$ cat src/rtl/dcache_rdq_pkg.sv
// Purpose: shared types and defaults for the dcache data-array read request queue.
// Latency: n/a (types and constants only).
// Backpressure: n/a.
package dcache_rdq_pkg;

    localparam int ADDR_W = 12;

    // Default-width view of one queued request: data-array row plus slot-0 tag.
    typedef struct packed {
        logic [ADDR_W-1:0] addr;
        logic              valid_0;
    } rdq_entry_t;

    localparam int DEFAULT_STARVE_LIMIT = 63;

endpackage

$ cat src/rtl/dcache_rdq_starve_wdog.sv
// Purpose: flags a queue head that keeps losing data-array read arbitration.
// Latency: starved rises at the edge that completes STARVE_LIMIT lost cycles, falls at the edge after a grant/flush/empty.
// Backpressure: none; it only observes the deq handshake.
module dcache_rdq_starve_wdog
    import dcache_rdq_pkg::*;
#(
    parameter int STARVE_LIMIT = DEFAULT_STARVE_LIMIT
) (
    input  logic clock,
    input  logic reset,
    input  logic flush,
    input  logic deq_valid,
    input  logic deq_ready,
    output logic starved
);

    localparam int CNT_W = $clog2(STARVE_LIMIT + 1);
    localparam logic [CNT_W-1:0] LIMIT = CNT_W'(STARVE_LIMIT);

    logic [CNT_W-1:0] lost_cnt;
    logic [CNT_W-1:0] lost_cnt_nxt;

    // Count consecutive lost cycles, saturating at the limit; any grant, flush or empty restarts.
    always_comb begin
        lost_cnt_nxt = lost_cnt;
        if (flush || !deq_valid || deq_ready) begin
            lost_cnt_nxt = '0;
        end else if (lost_cnt != LIMIT) begin
            lost_cnt_nxt = lost_cnt + CNT_W'(1);
        end
    end

    // Flag is registered from the next count so it tracks lost_cnt == LIMIT without a glitchy compare on the output.
    always_ff @(posedge clock or posedge reset) begin
        if (reset) begin
            lost_cnt <= '0;
            starved  <= 1'b0;
        end else begin
            lost_cnt <= lost_cnt_nxt;
            starved  <= (lost_cnt_nxt == LIMIT);
        end
    end

endmodule

$ cat src/rtl/dcache_data_read_req_queue.sv
// Purpose: FIFO of low-priority (probe/writeback) data-array read requests feeding the arbiter's lowest-priority port.
// Latency: 1 cycle enq-to-deq, no combinational flow-through; optional starvation watchdog under DCACHE_RDQ_STARVE_WATCHDOG_EN.
// Backpressure: enq_ready drops when full or flushing; head is held until the arbiter grants it (deq_ready).
module dcache_data_read_req_queue #(
    parameter int DEPTH        = 4,
    parameter int ADDR_W       = dcache_rdq_pkg::ADDR_W,
    parameter int STARVE_LIMIT = dcache_rdq_pkg::DEFAULT_STARVE_LIMIT
) (
    input  logic                       clock,
    input  logic                       reset,
    input  logic                       flush,
    input  logic                       enq_valid,
    output logic                       enq_ready,
    input  logic [ADDR_W-1:0]          enq_bits_addr,
    input  logic                       enq_bits_valid_0,
    output logic                       deq_valid,
    input  logic                       deq_ready,
    output logic [ADDR_W-1:0]          deq_bits_addr,
    output logic                       deq_bits_valid_0,
    output logic [$clog2(DEPTH+1)-1:0] count,
    output logic                       starved
);

    import dcache_rdq_pkg::*;

    localparam int PTR_W = $clog2(DEPTH);
    localparam int CNT_W = $clog2(DEPTH + 1);
    localparam logic [CNT_W-1:0] FULL_CNT = CNT_W'(DEPTH);

    // Same layout as rdq_entry_t, but sized by this instance's ADDR_W.
    typedef struct packed {
        logic [ADDR_W-1:0] addr;
        logic              valid_0;
    } entry_t;

    entry_t           mem [DEPTH];
    entry_t           head_entry;
    logic [PTR_W-1:0] head;
    logic [PTR_W-1:0] tail;
    logic             enq_fire;
    logic             deq_fire;

    // Full blocks enqueue even when a dequeue frees a slot this cycle, keeping enq_ready off the grant path.
    assign enq_ready = (count != FULL_CNT) && !flush;
    assign deq_valid = (count != '0);
    assign enq_fire  = enq_valid && enq_ready;
    assign deq_fire  = deq_valid && deq_ready;

    // Head payload is zeroed when empty so stale storage never shows on the arbiter port.
    assign head_entry       = mem[head];
    assign deq_bits_addr    = deq_valid ? head_entry.addr    : '0;
    assign deq_bits_valid_0 = deq_valid ? head_entry.valid_0 : 1'b0;

    // Payload storage: written at tail on accept, contents otherwise untouched.
    always_ff @(posedge clock) begin
        if (enq_fire) begin
            mem[tail] <= '{addr: enq_bits_addr, valid_0: enq_bits_valid_0};
        end
    end

    // Pointer and occupancy update; flush wins over any handshake (a grant during flush is absorbed by the clear).
    always_ff @(posedge clock or posedge reset) begin
        if (reset) begin
            head  <= '0;
            tail  <= '0;
            count <= '0;
        end else if (flush) begin
            head  <= '0;
            tail  <= '0;
            count <= '0;
        end else begin
            if (enq_fire) begin
                tail <= tail + PTR_W'(1);
            end
            if (deq_fire) begin
                head <= head + PTR_W'(1);
            end
            case ({enq_fire, deq_fire})
                2'b10:   count <= count + CNT_W'(1);
                2'b01:   count <= count - CNT_W'(1);
                default: count <= count;
            endcase
        end
    end

`ifdef DCACHE_RDQ_STARVE_WATCHDOG_EN
    dcache_rdq_starve_wdog #(
        .STARVE_LIMIT(STARVE_LIMIT)
    ) u_starve_wdog (
        .clock     (clock),
        .reset     (reset),
        .flush     (flush),
        .deq_valid (deq_valid),
        .deq_ready (deq_ready),
        .starved   (starved)
    );
`else
    // No watchdog: starved is constant low (the limit is always >= 1, so this folds to 0).
    assign starved = (STARVE_LIMIT < 0);
`endif

endmodule

$ cat config.mk
export PLATFORM = sky130hd
export DESIGN_NAME = dcache_data_read_req_queue
export DESIGN_NICKNAME = d
export VERILOG_FILES = /design/src/rtl/dcache_rdq_pkg.sv /design/src/rtl/dcache_rdq_starve_wdog.sv /design/src/rtl/dcache_data_read_req_queue.sv
export SDC_FILE = /design/constraint.sdc
export NUM_CORES = 1
export LEC_CHECK = 0
export BUFFER_PORTS_ARGS = -buffer_cell sky130_fd_sc_hd__clkbuf_2
export CAP_MARGIN = 10
export CORE_ASPECT_RATIO = 1.4
export CORE_MARGIN = 4
export CORE_UTILIZATION = 56
export DETAILED_ROUTE_END_ITERATION = 8
export MAX_ROUTING_LAYER = met4
export PLACE_DENSITY = 0.79
export SETUP_SLACK_MARGIN = 0.1
export SLEW_MARGIN = 20
export SYNTH_ARGS = -nofsm -noshare
export SYNTH_HDL_FRONTEND = slang
export SYNTH_HIERARCHICAL = 1
export SYNTH_SLANG_ARGS = --single-unit
$ cat constraint.sdc
create_clock -name clock -period 3.3 [get_ports clock]
set_input_delay 0.825 -clock clock [delete_from_list [all_inputs] [get_ports clock]]
set_output_delay 0.825 -clock clock [all_outputs]
set_load 0.02 [all_outputs]
==> flow_summary.json <==
{
  "status": "finished clean",
  "drv_cap": 0,
  "firstDrtPassIters": 4,
  "vias_per_cell": 5.38,
  "synth_fp_nets": 159,
  "hold_class": "input pin to asynchronous set/reset pin",
  "fp.dieW_microns": 64.2,
  "worst_slew_pin_slew_ps": 724,
  "crit_chain": "or3_1 -> nand2_4 -> nor2_1 -> fa_1 -> or4b_1 -> a21o_1 -> a31oi_1",
  "p_leak_nw": 1.10,
  "drc": 0,
  "antenna_found_initial": 0,
  "slowest_stage": "or3_1",
  "syn-instance-count": 136,
  "worstSetupPathType": "flop to flop",
  "gp_congestion": 0.745,
  "rsz0062_at_grt": "no",
  "cp-start-kind": "flop",
  "synth_xor_xnor_area_share_pct": 1.36,
  "cts.path.max_buffers": 2,
  "peakVddDrop_mv": 0.531,
  "cts_resized": 0,
  "fin_cells": 242,
  "drive_gt1_share_pct": 37.4,
  "ys_warn_count": 6,
  "avgSynthCellArea_sq_um": 18.2,
  "relSlewSlack_pct": 51.7,
  "hold_violations": 0,
  "antenna_cells": 0,
  "finClkSkew_ps": 7.26,
  "fill_cells": 279,
  "final_core_util_pct": 69.2,
  "ys_seq_elements": 59,
  "pre_cts_slack_ps": 575,
  "dieArea_sq_um": 5570,
  "fp-row-count": 28,
  "place.port_buffers": 35,
  "synth_top_family_by_area": "multiplexers",
  "initial_core_util_pct": 58.5,
  "vias": 1302,
  "cts.sink_count": 59,
  "setup_viol": 0,
  "cts_inserted_buffers": 9,
  "critPathCaptureType": "flop",
  "grt_usage_pct": 18.5,
  "ctsHoldBuffers": 0,
  "clk_latency_ps": 340,
  "die_h_microns": 86.7,
  "ff2ff_setup_slack_ps": 560,
  "ys.flop_type": "edfxtp_1",
  "area_growth_pct": 18.3,
  "ys_seq_area_share_pct": 70.0,
  "gr-total-overflow": 0,
  "dp.cells": 226,
  "muxShareOfSynthArea_pct": 13.1,
  "post_cts_buffers": 0,
  "path_buf_inv": 0,
  "async_flop_share_pct": 11.9,
  "routedWlPerCell_microns": 17.1,
  "syn-cell-area_sq_um": 2480,
  "yosys.area_share.simple_pct": 8.38,
  "timing.critical_path.slowest_cell_delay_ps": 660,
  "cts-root-buf": "clkbuf_8",
  "grt_max_degree": 17,
  "crit_arrival_ps": 2990,
  "timing.fmax_mhz": 365,
  "hpwl_microns": 2760,
  "grt_pass1_vias": 1458,
  "finalCritPeriodShare_pct": 83.0,
  "nNetsFinal": 200,
  "clk_pin_slew_ps": 60,
  "synth_edf_count": 52,
  "crit_fanout": 16,
  "ant_nets": 0,
  "coreArea_sq_um": 4240,
  "io_pins": 37,
  "slew_violations": 0,
  "critical_path_required_ps": 3550,
  "tns_ps": 0,
  "synthAdderAreaFrac_pct": 2.83,
  "htreeDepth": 3,
  "ys_types": 34,
  "synth-compound-area-share_pct": 1.92,
  "tritoncts": "built",
  "drt_wl_total_microns": 4140,
  "final.setup.worst_slack_ps": 563,
  "drtIter0Drc": 82,
  "total_power_mw": 2.38,
  "worst_path_dominant_cell_family": "simple AND/OR/NAND/NOR gates",
  "period_minus_slack_ps": 2740,
  "powerDensity_nw_per_um2": 810,
  "grt_pass1_wl_microns": 7060
}
[final timing paths]
check,from,to,cells past startpoint
max,count[1],count[2],7
min,reset,tail[0],2
max reg2reg,count[1],count[2],7
min reg2reg,head[0],head[0],2
max in group asynchronous,reset,head[0],2
min in group clock,head[0],head[0],2
[synthesized netlist by cell type (2+ instances only)]
cell	count	area, sq um
edfxtp_1	52	1560
mux4_2	13	293
nor2_1	6	22.5
xor2_1	2	17.5
nand2_1	2	7.51
nand3_1	2	10.0
dfrtp_1	7	175
clkbuf_1	2	7.51
buf_2	2	10.0
buf_4	2	15.0
nand2b_1	2	12.5
inv_1	3	11.3
ha_1	4	50.1
and2_1	17	106
[worst register-to-register path: stages, from the launching register on]
cell and delay, ps:
dfrtp_1 450, or3_1 660, nand2_4 210, nor2_1 70, fa_1 410, or4b_1 530
a21o_1 190, a31oi_1 130
[layer usage]
metal | GRT usage [%] | vias to the layer above | routed length, microns
met5 | - | - | 0
li1 | - | 599 | -
met1 | 19.4 | 643 | 1630
met4 | 8.08 | 0 | 98
met3 | 7.00 | 10 | 239
met2 | 30.8 | 50 | 2170
[layout make-up]
cell class	count	area [sq um]	share of cell area (%)
Tap cell	60	75.1	2.56
Sequential cell	59	1740	59.2
Clock buffer	10	128	4.35
Timing Repair Buffer	37	190	6.48
Multi-Input combinational cell	67	688	23.5
Inverter	3	11.3	0.384
Clock inverter	6	104	3.54
[layout by cell type, fill, tap and decap left out, types with 3 or more instances in the layout]
| cell type | instances |
|---|---|
| ha_1 | 4 |
| nor2_1 | 6 |
| edfxtp_1 | 52 |
| clkbuf_8 | 9 |
| inv_1 | 3 |
| mux4_2 | 13 |
| clkbuf_2 | 35 |
| dfrtp_1 | 7 |
| bufinv_16 | 3 |
| and2_1 | 17 |
[report_power, final]
group / internal [mW] / switching [mW]
clock: 0.496 / 0.260
combinational: 0.279 / 0.415
sequential: 0.877 / 0.0500
[through the flow]
| stage | area, sq um | hold slack (ps) |
|---|---|---|
| after detailed placement | 2700 | 555 |
| after global placement | 2700 | 555 |
| after floorplan | 2480 | 555 |
| after global routing | 2930 | 409 |
| after CTS | 2930 | 389 |
| final | 2930 | 403 |
[state kept, by name (all words and copies together), names as in the netlist]
register / count
head: 2
count: 3
mem: 52
tail: 2
[logic make-up (layout without fill, tap and decap cells)]
kind of cell	count (synthesis)	in the layout
other	1	1
AND/OR/NAND/NOR	35	35
XOR/XNOR	3	3
adder cells (fa/ha/maj)	5	5
AO/OA/AOI/OAI	7	7
multiplexers	16	16
buffers and inverters	10	56
flip-flops	59	59
Power figures use the tool's default switching activity.
